[src/rtl/id_pkg.sv]
// ---------------------------------------------------------------------------
// id_pkg
//   Shared definitions for the RV32I decode stage: the decoded operation
//   class carried down the pipeline, the RV32I base opcodes, the immediate
//   format selector and the immediate builder used by the decoder.
// ---------------------------------------------------------------------------
package id_pkg;

  // Decoded class handed to execute on o_ex_opclass.
  typedef enum logic [3:0] {
    OPC_NONE    = 4'd0,
    OPC_LUI     = 4'd1,
    OPC_AUIPC   = 4'd2,
    OPC_JAL     = 4'd3,
    OPC_JALR    = 4'd4,
    OPC_BRANCH  = 4'd5,
    OPC_LOAD    = 4'd6,
    OPC_STORE   = 4'd7,
    OPC_OP_IMM  = 4'd8,
    OPC_OP      = 4'd9,
    OPC_MISC    = 4'd10,
    OPC_ILLEGAL = 4'd11
  } opclass_e;

  // Immediate layouts of the base ISA.
  typedef enum logic [2:0] {
    IMM_NONE = 3'd0,
    IMM_I    = 3'd1,
    IMM_S    = 3'd2,
    IMM_B    = 3'd3,
    IMM_U    = 3'd4,
    IMM_J    = 3'd5
  } imm_fmt_e;

  // RV32I major opcodes (instr[6:0]).
  localparam logic [6:0] OPCODE_LUI      = 7'b0110111;
  localparam logic [6:0] OPCODE_AUIPC    = 7'b0010111;
  localparam logic [6:0] OPCODE_JAL      = 7'b1101111;
  localparam logic [6:0] OPCODE_JALR     = 7'b1100111;
  localparam logic [6:0] OPCODE_BRANCH   = 7'b1100011;
  localparam logic [6:0] OPCODE_LOAD     = 7'b0000011;
  localparam logic [6:0] OPCODE_STORE    = 7'b0100011;
  localparam logic [6:0] OPCODE_OP_IMM   = 7'b0010011;
  localparam logic [6:0] OPCODE_OP       = 7'b0110011;
  localparam logic [6:0] OPCODE_MISC_MEM = 7'b0001111;
  localparam logic [6:0] OPCODE_SYSTEM   = 7'b1110011;

  // Builds the sign-extended immediate for the given layout; formats that
  // carry no immediate produce zero.
  function automatic logic signed [31:0] imm_gen(input logic [31:0] instr,
                                                 input imm_fmt_e    fmt);
    logic signed [31:0] imm;
    case (fmt)
      IMM_I:   imm = {{20{instr[31]}}, instr[31:20]};
      IMM_S:   imm = {{20{instr[31]}}, instr[31:25], instr[11:7]};
      IMM_B:   imm = {{19{instr[31]}}, instr[31], instr[7], instr[30:25],
                      instr[11:8], 1'b0};
      IMM_U:   imm = {instr[31:12], 12'h000};
      IMM_J:   imm = {{11{instr[31]}}, instr[31], instr[19:12], instr[20],
                      instr[30:21], 1'b0};
      default: imm = '0;
    endcase
    return imm;
  endfunction

endpackage

[src/rtl/id_decoder.sv]
// ---------------------------------------------------------------------------
// id_decoder
//   Purely combinational RV32I field decoder.
//   Ports:
//     instr    in   32  instruction word
//     opclass  out  4   decoded class (id_pkg::opclass_e encoding)
//     imm      out  32  sign-extended immediate, 0 when the class has none
//     rd       out  5   destination register, 0 when the class writes none
//     use_rs1  out  1   instruction reads rs1
//     use_rs2  out  1   instruction reads rs2
//     illegal  out  1   opcode outside the RV32I base set
// ---------------------------------------------------------------------------
module id_decoder
  import id_pkg::*;
(
  input  logic [31:0] instr,
  output logic [3:0]  opclass,
  output logic [31:0] imm,
  output logic [4:0]  rd,
  output logic        use_rs1,
  output logic        use_rs2,
  output logic        illegal
);

  opclass_e opc;
  imm_fmt_e fmt;
  logic     has_rd;

  always_comb begin
    opc     = OPC_ILLEGAL;
    fmt     = IMM_NONE;
    use_rs1 = 1'b0;
    use_rs2 = 1'b0;
    has_rd  = 1'b0;
    // Compressed/reserved encodings (instr[1:0] != 11) stay illegal.
    if (instr[1:0] == 2'b11) begin
      case (instr[6:0])
        OPCODE_LUI: begin
          opc    = OPC_LUI;
          fmt    = IMM_U;
          has_rd = 1'b1;
        end
        OPCODE_AUIPC: begin
          opc    = OPC_AUIPC;
          fmt    = IMM_U;
          has_rd = 1'b1;
        end
        OPCODE_JAL: begin
          opc    = OPC_JAL;
          fmt    = IMM_J;
          has_rd = 1'b1;
        end
        OPCODE_JALR: begin
          opc     = OPC_JALR;
          fmt     = IMM_I;
          use_rs1 = 1'b1;
          has_rd  = 1'b1;
        end
        OPCODE_BRANCH: begin
          opc     = OPC_BRANCH;
          fmt     = IMM_B;
          use_rs1 = 1'b1;
          use_rs2 = 1'b1;
        end
        OPCODE_LOAD: begin
          opc     = OPC_LOAD;
          fmt     = IMM_I;
          use_rs1 = 1'b1;
          has_rd  = 1'b1;
        end
        OPCODE_STORE: begin
          opc     = OPC_STORE;
          fmt     = IMM_S;
          use_rs1 = 1'b1;
          use_rs2 = 1'b1;
        end
        OPCODE_OP_IMM: begin
          opc     = OPC_OP_IMM;
          fmt     = IMM_I;
          use_rs1 = 1'b1;
          has_rd  = 1'b1;
        end
        OPCODE_OP: begin
          opc     = OPC_OP;
          use_rs1 = 1'b1;
          use_rs2 = 1'b1;
          has_rd  = 1'b1;
        end
        // FENCE and SYSTEM pass through as MISC with no register effects
        // visible to the hazard logic.
        OPCODE_MISC_MEM, OPCODE_SYSTEM: begin
          opc = OPC_MISC;
        end
        default: begin
          opc = OPC_ILLEGAL;
        end
      endcase
    end
  end

  assign opclass = opc;
  assign imm     = imm_gen(instr, fmt);
  assign rd      = has_rd ? instr[11:7] : 5'd0;
  assign illegal = (opc == OPC_ILLEGAL);

endmodule

[src/rtl/id_stage.sv]
// ---------------------------------------------------------------------------
// id_stage
//   RV32I instruction-decode stage. Accepts one instruction per cycle from
//   fetch, reads the register file combinationally, and registers operands,
//   immediate and control into the ID/EX register. A small shift-register
//   scoreboard of destinations still in flight past ID (EX, MEM) plus the
//   live ID/EX entry is used to stall fetch on read-after-write hazards.
//   Ports:
//     i_clk, i_rst_n     clock, asynchronous active-low reset
//     i_flush            kill ID and the ID/EX register (branch redirect)
//     i_if_valid/o_if_ready/i_if_instr/i_if_pc   fetch handshake
//     o_rs1_addr/o_rs2_addr, i_rs1_data/i_rs2_data   register file read
//     o_ex_valid/i_ex_ready   ID/EX handshake toward execute
//     o_ex_pc, o_ex_rs1_data, o_ex_rs2_data, o_ex_imm, o_ex_rd_addr,
//     o_ex_opclass, o_ex_funct3, o_ex_funct7b5, o_ex_illegal   ID/EX fields
// ---------------------------------------------------------------------------
module id_stage
  import id_pkg::*;
#(
  parameter int XLEN           = 32,
  parameter int INFLIGHT_DEPTH = 2
) (
  input  logic            i_clk,
  input  logic            i_rst_n,
  input  logic            i_flush,
  input  logic            i_if_valid,
  output logic            o_if_ready,
  input  logic [31:0]     i_if_instr,
  input  logic [XLEN-1:0] i_if_pc,
  output logic [4:0]      o_rs1_addr,
  output logic [4:0]      o_rs2_addr,
  input  logic [31:0]     i_rs1_data,
  input  logic [31:0]     i_rs2_data,
  output logic            o_ex_valid,
  input  logic            i_ex_ready,
  output logic [XLEN-1:0] o_ex_pc,
  output logic [31:0]     o_ex_rs1_data,
  output logic [31:0]     o_ex_rs2_data,
  output logic [31:0]     o_ex_imm,
  output logic [4:0]      o_ex_rd_addr,
  output logic [3:0]      o_ex_opclass,
  output logic [2:0]      o_ex_funct3,
  output logic            o_ex_funct7b5,
  output logic            o_ex_illegal
);

  logic [3:0]  dec_opclass;
  logic [31:0] dec_imm;
  logic [4:0]  dec_rd;
  logic        dec_use_rs1;
  logic        dec_use_rs2;
  logic        dec_illegal;

  logic [4:0]  rs1;
  logic [4:0]  rs2;
  logic        hazard;
  logic        advance;
  logic        fire;

  // ID/EX register
  logic            vld_p1;
  logic [XLEN-1:0] pc_p1;
  logic [31:0]     rs1_data_p1;
  logic [31:0]     rs2_data_p1;
  logic [31:0]     imm_p1;
  logic [4:0]      rd_p1;
  logic [3:0]      opclass_p1;
  logic [2:0]      funct3_p1;
  logic            funct7b5_p1;
  logic            illegal_p1;

  // Destination scoreboard: entry 0 is EX, the last entry is the oldest.
  logic [INFLIGHT_DEPTH-1:0] sb_v;
  logic [4:0]                sb_rd [INFLIGHT_DEPTH];

  // ---- ID: decode, register-file read, hazard check ----
  id_decoder u_decoder (
    .instr   (i_if_instr),
    .opclass (dec_opclass),
    .imm     (dec_imm),
    .rd      (dec_rd),
    .use_rs1 (dec_use_rs1),
    .use_rs2 (dec_use_rs2),
    .illegal (dec_illegal)
  );

  assign rs1        = i_if_instr[19:15];
  assign rs2        = i_if_instr[24:20];
  assign o_rs1_addr = rs1;
  assign o_rs2_addr = rs2;

  // Entries only ever hold nonzero rd (x0 is filtered on entry), so a
  // match can never be against x0.
  always_comb begin
    hazard = 1'b0;
    if (vld_p1 && (rd_p1 != 5'd0)) begin
      if (dec_use_rs1 && (rs1 == rd_p1)) hazard = 1'b1;
      if (dec_use_rs2 && (rs2 == rd_p1)) hazard = 1'b1;
    end
    for (int i = 0; i < INFLIGHT_DEPTH; i++) begin
      if (sb_v[i]) begin
        if (dec_use_rs1 && (rs1 == sb_rd[i])) hazard = 1'b1;
        if (dec_use_rs2 && (rs2 == sb_rd[i])) hazard = 1'b1;
      end
    end
  end

  assign advance    = !vld_p1 || i_ex_ready;
  assign o_if_ready = !hazard && advance;
  assign fire       = i_if_valid && o_if_ready && !i_flush;

  // ---- ID -> EX boundary ----
  always_ff @(posedge i_clk or negedge i_rst_n) begin
    if (!i_rst_n) begin
      vld_p1 <= 1'b0;
    end else if (advance) begin
      vld_p1 <= fire;
    end else if (i_flush) begin
      vld_p1 <= 1'b0;
    end
  end

  // Fields only change on an accepted instruction; bubbles and stalls hold.
  always_ff @(posedge i_clk or negedge i_rst_n) begin
    if (!i_rst_n) begin
      pc_p1       <= '0;
      rs1_data_p1 <= '0;
      rs2_data_p1 <= '0;
      imm_p1      <= '0;
      rd_p1       <= '0;
      opclass_p1  <= OPC_NONE;
      funct3_p1   <= '0;
      funct7b5_p1 <= 1'b0;
      illegal_p1  <= 1'b0;
    end else if (fire) begin
      pc_p1       <= i_if_pc;
      rs1_data_p1 <= i_rs1_data;
      rs2_data_p1 <= i_rs2_data;
      imm_p1      <= dec_imm;
      rd_p1       <= dec_rd;
      opclass_p1  <= dec_opclass;
      funct3_p1   <= i_if_instr[14:12];
      funct7b5_p1 <= i_if_instr[30];
      illegal_p1  <= dec_illegal;
    end
  end

  // ---- EX -> MEM -> WB destination tracking ----
  // A flush does not clear these entries: they belong to older
  // instructions that still write back.
  always_ff @(posedge i_clk or negedge i_rst_n) begin
    if (!i_rst_n) begin
      sb_v <= '0;
      for (int i = 0; i < INFLIGHT_DEPTH; i++) sb_rd[i] <= 5'd0;
    end else if (advance) begin
      sb_v[0]  <= vld_p1 && (rd_p1 != 5'd0);
      sb_rd[0] <= rd_p1;
      for (int i = 1; i < INFLIGHT_DEPTH; i++) begin
        sb_v[i]  <= sb_v[i-1];
        sb_rd[i] <= sb_rd[i-1];
      end
    end
  end

  assign o_ex_valid    = vld_p1;
  assign o_ex_pc       = pc_p1;
  assign o_ex_rs1_data = rs1_data_p1;
  assign o_ex_rs2_data = rs2_data_p1;
  assign o_ex_imm      = imm_p1;
  assign o_ex_rd_addr  = rd_p1;
  assign o_ex_opclass  = opclass_p1;
  assign o_ex_funct3   = funct3_p1;
  assign o_ex_funct7b5 = funct7b5_p1;
  assign o_ex_illegal  = illegal_p1;

endmodule

[config.mk]
export PLATFORM = sky130hd
export DESIGN_NAME = id_stage
export DESIGN_NICKNAME = d
export VERILOG_FILES = /design/src/rtl/id_pkg.sv /design/src/rtl/id_decoder.sv /design/src/rtl/id_stage.sv
export SDC_FILE = /design/constraint.sdc
export NUM_CORES = 1
export LEC_CHECK = 0
export CAP_MARGIN = 20
export CELL_PAD_IN_SITES_DETAIL_PLACEMENT = 0
export CELL_PAD_IN_SITES_GLOBAL_PLACEMENT = 1
export CORE_AREA = 2 2 156 158
export DETAILED_ROUTE_END_ITERATION = 7
export DIE_AREA = 0 0 158 160
export PLACE_DENSITY_LB_ADDON = 0.1
export SLEW_MARGIN = 20
export SYNTH_ARGS = -nofsm -noshare
export SYNTH_HDL_FRONTEND = slang
export SYNTH_SLANG_ARGS = --single-unit
[constraint.sdc]
create_clock -name i_clk -period 2.4 [get_ports i_clk]
set_clock_uncertainty 0.05 [all_clocks]
set_input_delay 0.24 -clock i_clk [delete_from_list [all_inputs] [get_ports i_clk]]
set_output_delay 0.24 -clock i_clk [all_outputs]
set_load 0.02 [all_outputs]
# == Word level (Yosys, flattened, before mapping) ==
# Cells that the tools add are included.
# word_totals
ff_bits,155
inputBits,133
output_inout_bits,154
word_cells,82
# classes
n_eq_ne,24
n_mux,23
n_reduce_logical,22
# ops
cell,n
32-bit case mux with 5 select lines,1
4-bit case mux with 10 select lines,1
5-bit equality test,6
7-bit equality test (second input constant),4
7-bit by 6-bit equality test with 1-bit output (second input constant),3
1-bit 2-to-1 mux,17
3-bit case mux with 5 select lines,1
7-bit by 5-bit equality test with 1-bit output (second input constant),2
1-bit logical AND,10
7-bit by 2-bit equality test with 1-bit output (second input constant),1
7-bit by 4-bit equality test with 1-bit output (second input constant),1
7-bit OR reduction,1
3-bit by 2-bit equality test with 1-bit output (second input constant),2
3-bit equality test (second input constant),2
3-bit OR reduction,2
6-bit OR reduction,1
5-bit 2-to-1 mux,1
5-bit nonzero test,1
4-bit equality test (second input constant),1
4-bit 2-to-1 mux,1
2-bit OR reduction,2
3-bit by 1-bit equality test with 1-bit output (second input constant),1
1-bit zero test,3
3-bit 2-to-1 mux,1
3 further kinds,3

# == Logic depth before layout (Yosys ltp) ==
# Gate-level depths: netlist of the first run.
# depth
depth_word,19
ltp_mapped,10
ltp_nobuf,6

# == Modules after synthesis ==
# Synthesis of the first run repeated with hierarchy kept, for this count alone.
# hier_totals
cells_unflattened,513
area_unflattened_um2,7188.1
# by_module_without_submodules
mod,n_inst,cells_per_inst,area_each_um2,seq_area_each_um2
id_stage,1,391,6483.7,3878.7
id_decoder,1,122,704.4,0.0

# == Worst setup path before layout of the first run ==
# OpenSTA, ideal clock, no wires.
# synth_path
kind,register to register
from,"reg rd_p1[0], in the netlist o_ex_rd_addr[0]"
to,"reg funct3_p1[1], in the netlist o_ex_funct3[1]"
arrival_time_ns,2.332
required_ns,2.225
slack_ns,-0.107
stages_incl_launch_ff,10
path_cell_list,dfrtp_1 > or4_1 > o21ai_2 > nor4_1 > nor4_1 > nand4b_1 > buf_2 > buf_6 > buf_6 > mux2_4
# synth_via
elab_chain_len,15
elab_cells_between_ends,19
cone_classes,eq/ne: 2; mux: 9; reduce/logical: 8
# synth_lines
item,line_no,rtl
"start, declared",id_stage.sv:66,logic [4:0] rd_p1;
"start signal, assigned",id_stage.sv:140,rd_p1 <= dec_rd;
5-bit equality test,id_stage.sv:97,if (dec_use_rs1 && (rs1 == rd_p1)) hazard = 1'b1;
1-bit logical AND,id_stage.sv:97,
1-bit 2-to-1 mux,id_stage.sv:97,
1-bit 2-to-1 mux,id_stage.sv:98,if (dec_use_rs2 && (rs2 == rd_p1)) hazard = 1'b1;
1-bit 2-to-1 mux (*),id_stage.sv:96,if (vld_p1 && (rd_p1 != 5'd0)) begin
1-bit 2-to-1 mux,id_stage.sv:102,if (dec_use_rs1 && (rs1 == sb_rd[i])) hazard = 1'b1;
1-bit 2-to-1 mux,id_stage.sv:103,if (dec_use_rs2 && (rs2 == sb_rd[i])) hazard = 1'b1;
1-bit 2-to-1 mux (*),id_stage.sv:101,if (sb_v[i]) begin
1-bit 2-to-1 mux,id_stage.sv:102,
1-bit 2-to-1 mux,id_stage.sv:103,
1-bit 2-to-1 mux (*),id_stage.sv:101,
1-bit zero test (*),id_stage.sv:109,assign o_if_ready = !hazard && advance;
1-bit logical AND (*),id_stage.sv:109,
1-bit logical AND (*) (2 in series),id_stage.sv:110,assign fire = i_if_valid && o_if_ready && !i_flush;
"end signal, assigned",id_stage.sv:142,funct3_p1 <= i_if_instr[14:12];
"end, declared",id_stage.sv:68,logic [2:0] funct3_p1;
# Every way passes the cells marked *; elsewhere a longest branch is shown, timed or not.
# A chain may end at the register's enable or synchronous reset.

# == Worst setup path in the final report of the first run ==
# layout_path
from,"reg rd_p1[0], in the netlist o_ex_rd_addr[0]"
to,"reg pc_p1[22], in the netlist o_ex_pc[22]"
# layout_via
elab_chain_len,15
elab_cells_between_ends,19
cone_classes,eq/ne: 2; mux: 9; reduce/logical: 8
# layout_lines
item,line_no,rtl
5-bit equality test,id_stage.sv:97,
1-bit logical AND,id_stage.sv:97,
1-bit 2-to-1 mux,id_stage.sv:97,
1-bit 2-to-1 mux,id_stage.sv:98,
1-bit 2-to-1 mux (*),id_stage.sv:96,
1-bit 2-to-1 mux,id_stage.sv:102,
1-bit 2-to-1 mux,id_stage.sv:103,
1-bit 2-to-1 mux (*),id_stage.sv:101,
1-bit 2-to-1 mux,id_stage.sv:102,
1-bit 2-to-1 mux,id_stage.sv:103,
1-bit 2-to-1 mux (*),id_stage.sv:101,
1-bit zero test (*),id_stage.sv:109,
1-bit logical AND (*),id_stage.sv:109,
1-bit logical AND (*) (2 in series),id_stage.sv:110,
"end signal, assigned",id_stage.sv:136,pc_p1 <= i_if_pc;
"end, declared",id_stage.sv:62,logic [XLEN-1:0] pc_p1;
# Marks and branches as above.

==> results of run 1 <==
metal layers:
layer	GRT usage (%)	vias to the layer above	routed length (um)	part of all wire (%)
li1	-	2533	-	-
met1	19.8	2698	8690	41
met2	29.6	182	10900	51
met3	5.64	23	1420	6.6
met4	4.71	0	467	2.2
met5	0	-	0	0
cell families (layout without fill, tap and decap cells):
family          Yosys count  count (layout)  synth area share [%]
flops                   155             155                  55.5
mux                     144             144                  24.8
buf+inv                  73             415                  5.19
xor+xnor                 30              30                  3.76
simple gates             99              99                  6.60
compound gates           50              50                  4.20
layout make-up:
type / instances / area (um^2) / area share, %
clock inverters: 14 / 179 / 1.58
repair buffers: 350 / 3540 / 31.2
clock buffers: 18 / 429 / 3.78
well taps: 324 / 405 / 3.57
inverters: 33 / 124 / 1.09
flip-flops and latches: 155 / 3880 / 34.2
multi-input cells: 323 / 2790 / 24.6
repair_timing:
item	in CTS	in global routing
pin swaps	4	3
gates resized for setup	23	3
endpoints found under the hold margin	42	0
hold buffers	1	0
buffers inserted	4	1
endpoints found under the setup margin	141	141
cloned	3	1
cell usage in the layout (no fill, tap or decap), drive strengths merged, types with 2 or more instances in the layout:
master	count
nor4	5
buf	64
clkbuf	19
inv	39
a31oi	2
nand2	54
or2	2
a21oi	24
nand4	5
nor3	10
mux2i	31
nand3	6
clkinv	5
dfrtp	155
o21bai	2
bufinv	2
clkdlybuf4s50	284
a22o	4
nor2b	3
o21ai	12
xnor2	30
mux2	113
and3b	2
nand2b	2
nor2	6
flip-flops by register name, summed over array words and instances, names as in the netlist:
signal	cells
o_ex_funct3	3
o_ex_funct7b5	1
o_ex_illegal	1
o_ex_imm	32
o_ex_opclass	4
o_ex_pc	32
o_ex_rd_addr	5
o_ex_rs1_data	32
o_ex_rs2_data	32
o_ex_valid	1
sb_rd	10
sb_v	2
worst paths after layout:
path,from,end,cells past startpoint
max,o_ex_rd_addr[0],o_ex_pc[22],9
min,i_rst_n,o_ex_rs2_data[2],2
max reg2reg,o_ex_rd_addr[0],o_ex_pc[22],9
min reg2reg,sb_v[1],sb_v[1],2
max in group asynchronous,i_rst_n,o_ex_rs2_data[10],3
min in group i_clk,i_if_instr[26],o_ex_imm[6],3
power groups by stage:
stage	logic, mW	registers [mW]	clock network (mW)
global route	2.35	3.17	2.98
global placement	2.19	3.16	0
CTS	2.25	3.13	2.86
floorplan	0.586	3.58	0
finish	2.23	3.13	2.77
detailed placement	2.20	3.18	0
per-stage QoR:
stage          cells  util, %  TNS [ns]  hold WS, ns
6_report        1217     47.7    -11.08        0.275
5_1_grt         1217     47.7    -21.42        0.311
4_1_cts         1215     47.5    -23.86        0.277
3_5_place_dp    1175     44.2    -81.47        0.161
3_3_place_gp    1175     44.2    -85.62        0.152
2_1_floorplan    551        -     -2.98       -0.106
worst max-delay path: cells and delay by family (launching register included):
family                 cells  cell delay [ns]
flip-flops                 1             0.40
multiplexers               1             0.28
buffers and inverters      3             0.48
AND/OR/NAND/NOR            4             1.01
AO/OA/AOI/OAI              1             0.16
==> flow_summary.rst, run 1 <==
.. list-table::
   :header-rows: 1

   * - Metric
     - Value
   * - Leakage power of the design
     - 4.94 nW
   * - Synthesis-stage register bit count
     - 155
   * - Worst vdd rail ir drop
     - 0.000410 V
   * - Library cell contributing the largest single delay on the critical path
     - sky130_fd_sc_hd__or4_4
   * - Die ar.
     - 25300 um^2
   * - Max frequency
     - 397 MHz
   * - Wire length after detailed routing
     - 21400 um
   * - Internal Dissipation
     - 5.77 mW
   * - Synthesized netlist cell count
     - 551
   * - Switching Share
     - 29.1%
   * - Drc violations
     - 0
   * - Largest net degree at the start of global routing
     - 47
   * - Crit end category
     - register
   * - Combinational group share of total power
     - 27.4%
   * - Placement Rows
     - 57
   * - Average wire per cell in the routed design
     - 17.6 um
   * - Longest Clk Path Bufs
     - 2
   * - Seq/Total Area, Yosys
     - 55.5%
   * - Routability-driven placement congestion ratio
     - 0.837
   * - Post-route standard cell area excluding fillers
     - 11400 um^2
   * - Setup-violating endpoint count in the final report
     - 126
   * - CTS root buf
     - sky130_fd_sc_hd__clkbuf_16
   * - RSZ-0062 raised after global routing
     - yes
   * - Number of clock buffers inserted by TritonCTS
     - 17
   * - Top cell type by total area after synthesis
     - sky130_fd_sc_hd__dfrtp_1
   * - Overflow left after global routing
     - 0
   * - Final WS setup
     - -0.118 ns
   * - First-pass GRT wire length
     - 33000 um
   * - CP Data Required Time
     - 2.64 ns
   * - Vias after detailed routing
     - 5436
   * - Part of the total power dissipated in sequential elements
     - 38.5%
   * - Overall global routing resource usage
     - 17.0%
   * - Count of routing violations after the opening detailed-route iteration
     - 170
   * - Setup crit start kind
     - register
   * - Worst slew margin relative to its limit
     - 69.7%
   * - Number of synthesized flops with an enable pin
     - 0
   * - Vias in the first global route
     - 5829
   * - Avg Cell Area, Syn
     - 12.7 um^2
   * - CTS tree
     - built
   * - Pwr Density
     - 716 nW/um^2
   * - Antenna violations before repair
     - 1
   * - Register-to-register setup slack
     - -0.12 ns
   * - Ant. Diodes
     - 0
   * - Reported max-cap violation count
     - 0
   * - Crit-path max cell delay
     - 0.55 ns
   * - Hold crit path type
     - input port to async pin
   * - Most numerous cell types in the synthesized netlist
     - 155 x sky130_fd_sc_hd__dfrtp_1, 73 x sky130_fd_sc_hd__mux2_2, 54 x sky130_fd_sc_hd__nand2_1, 40 x sky130_fd_sc_hd__mux2_4, 33 x sky130_fd_sc_hd__inv_1
   * - Hold violation count in the final report
     - 0
   * - Chip height
     - 160 um
   * - Period Utilization, post-route
     - 105%
   * - Result of the run
     - complete, but fails checks
   * - Clk pin slew, worst setup/hold paths
     - 0.07 ns
   * - DP Area
     - 10500 um^2
   * - Initial Util
     - 29.4%
   * - HPWL after detailed placement
     - 16100 um
   * - Yosys cell types
     - 37
   * - CP cell instances
     - or4_4 > o21ai_4 > nor4_2 > nor4_2 > nand4b_1 > buf_6 > buf_12 > buf_12 > mux2_2
   * - Tot Pwr
     - 8.13 mW
   * - Cell types with the largest area share after synthesis
     - sky130_fd_sc_hd__dfrtp_1 55%, sky130_fd_sc_hd__mux2_2 12%, sky130_fd_sc_hd__mux2_4 8.6%, sky130_fd_sc_hd__mux2i_1 4.4%, sky130_fd_sc_hd__xnor2_1 3.8%
   * - Max-slew violations
     - 0
   * - Top-Level Pins
     - 287
   * - Clock insertion delay at the later pin of the skew report
     - 0.42 ns
   * - Count of TritonRoute iterations in the first routing pass
     - 6
   * - Fillers
     - 2190
   * - CTS sink cnt
     - 155
   * - Worst Tran Pin Value
     - 0.455 ns
   * - Primary flip-flop cell chosen by synthesis mapping
     - sky130_fd_sc_hd__dfrtp_1
   * - Die Width
     - 158 um
   * - Async SR Flop Fraction
     - 100%
   * - Net Sw Power
     - 2.36 mW
   * - Final net count
     - 1013
   * - Top-area cell type share of the netlist area
     - 55.5%
   * - Count leader, synth
     - sky130_fd_sc_hd__dfrtp_1
   * - Failing checks
     - negative setup slack
   * - Critical path arrival
     - 2.76 ns
   * - Post-place setup slack
     - -0.636 ns
   * - Clk network pwr share
     - 34.1%
   * - Count of nets left with antenna violations after detail routing
     - 0
   * - Core region area
     - 23800 um^2
   * - Number of vias per cell after detailed routing
     - 4.47
   * - Path type of the worst setup path
     - register to register
   * - Worst-path maximum fanout
     - 30
   * - Area added between synthesis and finish
     - 62.4%
   * - Synthesized Nets
     - 684
   * - Proportion of layout cells with a drive suffix above 1
     - 24.7%
   * - Count of buffers from port buffering
     - 286
   * - H-tree depth
     - 4
   * - Fin crit period
     - 2.52 ns
   * - Count of yosys warnings during synthesis
     - 0
   * - Post-Synthesis Cell Area
     - 6990 um^2
No activity file was read; power rests on OpenSTA's default activity.
==> run 2, diff against run 1 <==
- RECOVER_POWER: not set -> 25
==> run 2 against run 1 <==
Fmax about the same. First-iteration DRC count stayed put. The run still ends with negative setup slack left. Clock power about the same. Sequential cell count unchanged. Cell count unchanged. Count of clock-buffer cells in the layout did not move.
==> flow_summary.rst, run 2 (synthesis results as in run 1) <==
.. list-table::
   :header-rows: 1

   * - Metric
     - Value
   * - Worst Tran Pin Value
     - 1.18 ns (was 0.455 ns)
   * - Routability-driven placement congestion ratio
     - 0.837 (unchanged)
   * - Reported max-cap violation count
     - 0 (unchanged)
   * - Hold violation count in the final report
     - 0 (unchanged)
   * - Pwr Density
     - 717 nW/um^2 (was 716 nW/um^2)
   * - Worst-case hold path end point
     - o_ex_imm[6]
   * - Overflow left after global routing
     - 0 (unchanged)
   * - Path type of the worst setup path
     - register to register (unchanged)
   * - Max-slew violations
     - 0 (unchanged)
   * - Setup crit start kind
     - register (unchanged)
   * - Post-place setup slack
     - -0.636 ns (unchanged)
   * - Min-delay src
     - i_if_instr[26]
   * - CP Data Required Time
     - 2.64 ns (about the same)
   * - Clock insertion delay at the later pin of the skew report
     - 0.42 ns (about the same)
   * - Drc violations
     - 0 (unchanged)
   * - Hold crit path type
     - input port to register (was input port to async pin)
   * - Worst Hold Path Cells
     - 3
   * - Ant. Diodes
     - 0 (unchanged)
   * - Overall global routing resource usage
     - 17.0% (unchanged)
   * - Register-to-register setup slack
     - -0.12 ns (about the same)
   * - Vias in the first global route
     - 5829 (unchanged)
   * - Origin of the critical flop-to-flop path
     - o_ex_rd_addr[0] (unchanged)
   * - Clk pin slew, worst setup/hold paths
     - 0.07 ns (about the same)
   * - Area added between synthesis and finish
     - 62.1% (was 62.4%)
   * - Result of the run
     - complete, but fails checks (unchanged)
   * - Initial Util
     - 29.4% (unchanged)
   * - Final net count
     - 1013 (unchanged)
   * - Critical path arrival
     - 2.76 ns (about the same)
   * - Number of vias per cell after detailed routing
     - 4.47 (about the same)
   * - Count of TritonRoute iterations in the first routing pass
     - 6 (unchanged)
   * - Count of nets left with antenna violations after detail routing
     - 0 (unchanged)
   * - Antenna violations before repair
     - 1 (unchanged)
   * - Max frequency
     - 397 MHz (about the same)
   * - Count of routing violations after the opening detailed-route iteration
     - 170 (unchanged)
   * - R2R depth
     - 9 (unchanged)
   * - Worst vdd rail ir drop
     - 0.000410 V (unchanged)
   * - Longest Clk Path Bufs
     - 2 (unchanged)
   * - Proportion of layout cells with a drive suffix above 1
     - 24.7% (unchanged)
   * - Fin Setup TNS
     - -11.00 ns (was -11.08 ns)
   * - CTS sink cnt
     - 155 (unchanged)
   * - Top-Level Pins
     - 287 (unchanged)
   * - Count of buffers from port buffering
     - 286 (unchanged)
   * - Setup-violating endpoint count in the final report
     - 126 (unchanged)
   * - Final WS setup
     - -0.118 ns (about the same)
   * - Period Utilization, post-route
     - 105% (about the same)
   * - HPWL after detailed placement
     - 16100 um (unchanged)
   * - Leakage power of the design
     - 4.93 nW (was 4.94 nW)
   * - Crit end category
     - register (unchanged)
   * - Vias after detailed routing
     - 5440 (was 5436)
   * - Placement Rows
     - 57 (unchanged)
   * - Endpoint of the worst-slack reg-to-reg timing path
     - o_ex_pc[22] (unchanged)
   * - Most common library cell in the layout ignoring fill and taps
     - sky130_fd_sc_hd__clkdlybuf4s50_1 (unchanged)
   * - Largest net degree at the start of global routing
     - 47 (unchanged)
   * - Chip height
     - 160 um (unchanged)
   * - Commonest cells after routing, fill and taps aside
     - 284 x sky130_fd_sc_hd__clkdlybuf4s50_1, 153 x sky130_fd_sc_hd__dfrtp_1, 73 x sky130_fd_sc_hd__mux2_2, 54 x sky130_fd_sc_hd__nand2_1, 44 x sky130_fd_sc_hd__buf_4 (was 284 x sky130_fd_sc_hd__clkdlybuf4s50_1, 153 x sky130_fd_sc_hd__dfrtp_1, 73 x sky130_fd_sc_hd__mux2_2, 54 x sky130_fd_sc_hd__nand2_1, 45 x sky130_fd_sc_hd__buf_4)
   * - Failing checks
     - negative setup slack (unchanged)
   * - Die Width
     - 158 um (unchanged)
   * - Fin crit period
     - 2.52 ns (about the same)
   * - Wire length after detailed routing
     - 21400 um (unchanged)
   * - Worst slew margin relative to its limit
     - 21.0% (was 69.7%)
   * - Core region area
     - 23800 um^2 (unchanged)
   * - RSZ-0062 raised after global routing
     - yes (unchanged)
   * - First-pass GRT wire length
     - 33000 um (unchanged)
   * - Number of clock buffers inserted by TritonCTS
     - 17 (unchanged)
   * - Average wire per cell in the routed design
     - 17.6 um (unchanged)
   * - CTS root buf
     - sky130_fd_sc_hd__clkbuf_16 (unchanged)
   * - Die ar.
     - 25300 um^2 (unchanged)
   * - CTS tree
     - built (unchanged)
   * - Worst-path maximum fanout
     - 30 (unchanged)
   * - H-tree depth
     - 4 (unchanged)
==> run 2: routing by layer <==
metal | part of all wire, % | vias to the layer above | GRT usage (%)
li1 | - | 2535 | -
met1 | 41 | 2700 | 19.8
met2 | 51 | 182 | 29.6
met3 | 6.6 | 23 | 5.64
met4 | 2.2 | 0 | 4.71
met5 | 0 | - | 0
==> run 2: how the worst max path moves through the flow <==
stage,from,cells after the start,endpoint
finish,o_ex_rd_addr[0],9,o_ex_pc[22]
global route,o_ex_rd_addr[0],9,o_ex_funct3[1]
CTS,o_ex_rd_addr[0],9,o_ex_pc[22]
detailed placement,i_if_instr[4],11,o_ex_imm[25]
global placement,i_if_instr[4],10,o_ex_imm[20]
floorplan,o_ex_rd_addr[0],9,o_ex_funct3[1]
==> run 2: worst max-delay path: stages (launching register included) <==
cell and delay [ns]:
sky130_fd_sc_hd__dfrtp_2 0.40, sky130_fd_sc_hd__or4_4 0.55, sky130_fd_sc_hd__o21ai_4 0.16, sky130_fd_sc_hd__nor4_2 0.06, sky130_fd_sc_hd__nor4_2 0.24, sky130_fd_sc_hd__nand4b_1 0.16
sky130_fd_sc_hd__buf_6 0.17, sky130_fd_sc_hd__buf_12 0.14, sky130_fd_sc_hd__buf_12 0.17, sky130_fd_sc_hd__mux2_2 0.28
==> run 2: timing repair <==
| item | 4_1_cts | 5_1_grt |
|---|---|---|
| hold buffers | 1 | 0 |
| hold endpoints to repair | 42 | 0 |
| resized for setup | 23 | 3 |
| pin swaps | 4 | 3 |
| setup buffers | 4 | 1 |
| cloned | 3 | 1 |
| setup endpoints to repair | 141 | 141 |
==> run 2: final cells by class <==
| type | count | area, um^2 |
|---|---|---|
| multi-input cells | 323 | 2790 |
| clock buffers | 18 | 429 |
| inverters | 33 | 124 |
| clock inverters | 14 | 179 |
| flip-flops and latches | 155 | 3880 |
| fillers | 2195 | 12500 |
| repair buffers | 350 | 3520 |
| well taps | 324 | 405 |
==> run 2: through the flow <==
step	hold slack (ns)	cell area, um^2	instances	util, %	power [mW]
after CTS	0.277	11300	1215	47.5	8.24
after floorplan	-0.106	7000	551	-	4.17
after detailed placement	0.161	10500	1175	44.2	5.38
after global routing	0.360	11300	1217	47.6	8.50
after global placement	0.152	10500	1175	44.2	5.35
final	0.357	11300	1217	47.6	8.12
==> run 2: where the power goes <==
part	switching, mW	leakage, nW	internal [mW]
clock	1.19	0.294	1.58
combinational	0.989	2.73	1.23
sequential	0.178	1.91	2.95
==> run 3, diff against run 2 <==
- ABC_CLOCK_PERIOD_IN_PS: not set -> 2400
- CORE_AREA: 2 2 156 158 -> 2 2 130 132
- DIE_AREA: 0 0 158 160 -> 0 0 132 134
- DONT_BUFFER_PORTS: not set -> 1
- PLACE_DENSITY_LB_ADDON: 0.1 -> 0.2
==> run 3 against run 2 <==
The flow finishes with violations (negative hold slack, negative setup slack). Cell count decreased by 24%. Count of clock-buffer cells in the layout unchanged. Sequential share of layout area increased by 7.4 points. Non-clock buffer count decreased by 193. Critical path depth unchanged.
==> flow_summary.rst, run 3 (synthesis results as in run 1) <==
.. list-table::
   :header-rows: 1

   * - Metric
     - Value
   * - Result of the run
     - complete, but fails checks (unchanged)
   * - Failing checks
     - negative hold slack, negative setup slack (was negative setup slack)
   * - Antenna violations before repair
     - 1 (unchanged)
   * - RSZ-0062 raised after global routing
     - yes (unchanged)
   * - Post-route standard cell area excluding fillers
     - 9330 um^2 (was 11300 um^2)
   * - Final net count
     - 820 (was 1013)
   * - Number of vias per cell after detailed routing
     - 5.19 (was 4.47)
   * - Library cell contributing the largest single delay on the critical path
     - sky130_fd_sc_hd__or4_4 (unchanged)
   * - Worst vdd rail ir drop
     - 0.000500 V (was 0.000410 V)
   * - Top-Level Pins
     - 287 (unchanged)
   * - Most common library cell in the layout ignoring fill and taps
     - sky130_fd_sc_hd__dfrtp_1 (was sky130_fd_sc_hd__clkdlybuf4s50_1)
   * - Vias after detailed routing
     - 4772 (was 5440)
   * - Wire length after detailed routing
     - 19700 um (was 21400 um)
   * - Count of nets left with antenna violations after detail routing
     - 0 (unchanged)
   * - Worst Tran Pin Value
     - 0.656 ns (was 1.18 ns)
   * - Clock insertion delay at the later pin of the skew report
     - 0.43 ns (was 0.42 ns)
   * - CTS sink cnt
     - 155 (unchanged)
   * - Longest Clk Path Bufs
     - 2 (unchanged)
   * - Post-CTS Hold Fix Bufs
     - 123 (was 1)
   * - CP cell instances
     - or4_4 > o21ai_4 > nor4_2 > nor4_2 > nand4b_1 > buf_6 > buf_12 > clkbuf_16 > mux2_2 (was or4_4 > o21ai_4 > nor4_2 > nor4_2 > nand4b_1 > buf_6 > buf_12 > buf_12 > mux2_2)
   * - Count of buffers from port buffering
     - 0 (was 286)
   * - Area added between synthesis and finish
     - 33.4% (was 62.1%)
   * - Leakage power of the design
     - 4.20 nW (was 4.93 nW)
   * - H-tree depth
     - 4 (unchanged)
   * - Max-slew violations
     - 0 (unchanged)
   * - Worst slew margin relative to its limit
     - 55.9% (was 21.0%)
   * - Reported max-cap violation count
     - 0 (unchanged)
   * - Path type of the worst setup path
     - register to register (unchanged)
   * - Max frequency
     - 383 MHz (was 397 MHz)
   * - HPWL after detailed placement
     - 12100 um (was 16100 um)
   * - CTS root buf
     - sky130_fd_sc_hd__clkbuf_16 (unchanged)
   * - Average wire per cell in the routed design
     - 21.5 um (was 17.6 um)
   * - Crit end category
     - register (unchanged)
   * - Count of buffering cells on the critical path with inverters included
     - 3 (unchanged)
   * - Final WS setup
     - -0.209 ns (was -0.118 ns)
   * - Crit-path max cell delay
     - 0.55 ns (about the same)
   * - Die Width
     - 132 um (was 158 um)
   * - Count of TritonRoute iterations in the first routing pass
     - 5 (was 6)
   * - Utilization after layout
     - 57.3% (was 47.6%)
   * - Core region area
     - 16300 um^2 (was 23800 um^2)
   * - Period Utilization, post-route
     - 109% (was 105%)
   * - Critical path arrival
     - 2.87 ns (was 2.76 ns)
   * - Commonest cells after routing, fill and taps aside
     - 153 x sky130_fd_sc_hd__dfrtp_1, 123 x sky130_fd_sc_hd__dlygate4sd3_1, 72 x sky130_fd_sc_hd__mux2_2, 54 x sky130_fd_sc_hd__nand2_1, 41 x sky130_fd_sc_hd__mux2_4 (was 284 x sky130_fd_sc_hd__clkdlybuf4s50_1, 153 x sky130_fd_sc_hd__dfrtp_1, 73 x sky130_fd_sc_hd__mux2_2, 54 x sky130_fd_sc_hd__nand2_1, 44 x sky130_fd_sc_hd__buf_4)
   * - Clk pin slew, worst setup/hold paths
     - 0.07 ns (about the same)
   * - DP Area
     - 7230 um^2 (was 10500 um^2)
   * - Initial Util
     - 42.9% (was 29.4%)
   * - Die ar.
     - 17700 um^2 (was 25300 um^2)
   * - Fin crit period
     - 2.61 ns (was 2.52 ns)
   * - Drc violations
     - 0 (unchanged)
   * - CP Data Required Time
     - 2.66 ns (was 2.64 ns)
   * - Hold violation count in the final report
     - 155 (was 0)
   * - Post-route worst hold slack
     - -0.546 ns (was 0.357 ns)
   * - Routability-driven placement congestion ratio
     - 0.822 (was 0.837)
   * - Number of clock buffers inserted by TritonCTS
     - 17 (unchanged)
   * - Largest net degree at the start of global routing
     - 156 (was 47)
   * - Family with the most delay on the worst path
     - simple AND/OR/NAND/NOR gates (unchanged)
   * - Count of routing violations after the opening detailed-route iteration
     - 208 (was 170)
   * - Worst path most repeated cell
     - sky130_fd_sc_hd__nor4_2
   * - Placement Rows
     - 47 (was 57)
   * - Hold crit path type
     - input port to async pin (was input port to register)
   * - CTS tree
     - built (unchanged)
   * - Setup-violating endpoint count in the final report
     - 136 (was 126)
   * - Overflow left after global routing
     - 0 (unchanged)
   * - Pwr Density
     - 766 nW/um^2 (was 717 nW/um^2)
   * - Vias in the first global route
     - 5239 (was 5829)
   * - Proportion of layout cells with a drive suffix above 1
     - 26.9% (was 24.7%)
   * - Fin Setup TNS
     - -19.68 ns (was -11.00 ns)
   * - First-pass GRT wire length
     - 30700 um (was 33000 um)
   * - Post-place setup slack
     - -0.294 ns (was -0.636 ns)
   * - Setup crit start kind
     - register (unchanged)
   * - Worst-path maximum fanout
     - 9 (was 30)
   * - Overall global routing resource usage
     - 22.5% (was 17.0%)
   * - Chip height
     - 134 um (was 160 um)
## run 3: layer usage
metal	track usage, %	share of wire (%)
met5	0	0
met2	39.1	52
met4	8.82	2.2
met3	7.37	7.4
met1	26.0	38
## run 3: final timing paths
path	slack, ns	endpoint	start	depth (start not counted)
min in group i_clk	0.02	o_ex_imm[2]	i_if_instr[9]	2
worst min-delay path	-0.55	o_ex_valid	i_rst_n	0
worst min register to register	0.45	sb_v[1]	sb_v[1]	2
worst max-delay path	-0.21	o_ex_rs1_data[7]	o_ex_rd_addr[0]	9
max in group asynchronous	2.59	o_ex_imm[21]	i_rst_n	0
worst max register to register	-0.21	o_ex_rs1_data[7]	o_ex_rd_addr[0]	9
## run 3: per-stage QoR
step / total power [mW] / instances
2_1_floorplan: 4.17 / 551
3_3_place_gp: 4.29 / 752
3_5_place_dp: 4.32 / 752
4_1_cts: 7.16 / 913
5_1_grt: 7.42 / 920
6_report: 7.14 / 920
## run 3: power by group
group / switching [mW] / total (mW) / internal, mW
logic: 0.299 / 0.889 / 0.591
registers: 0.701 / 3.65 / 2.95
clock network: 1.15 / 2.60 / 1.45
total: 2.15 / 7.14 / 4.99
## run 3: repair_timing
action / in CTS / in global routing
resized for setup: 14 / 4
cloned: 4 / 3
pin swaps: 2 / 1
hold endpoints to repair: 287 / 155
buffers inserted: 3 / 3
setup endpoints to repair: 144 / 144
## run 3: cell type report
cell class / instances / area [um^2]
clock buffers: 18 / 429
repair buffers: 157 / 1690
fillers: 1354 / 6960
inverters: 33 / 124
diodes: 1 / 2.50
well taps: 220 / 275
clock inverters: 13 / 133
multi-input cells: 323 / 2790
flip-flops and latches: 155 / 3880
## run 3: worst register-to-register path, stage by stage (launching register included)
cell and delay, ns:
sky130_fd_sc_hd__dfrtp_2 0.40, sky130_fd_sc_hd__or4_4 0.55, sky130_fd_sc_hd__o21ai_4 0.17, sky130_fd_sc_hd__nor4_2 0.06, sky130_fd_sc_hd__nor4_2 0.30, sky130_fd_sc_hd__nand4b_1 0.17
sky130_fd_sc_hd__buf_6 0.21, sky130_fd_sc_hd__buf_12 0.16, sky130_fd_sc_hd__clkbuf_16 0.16, sky130_fd_sc_hd__mux2_2 0.27
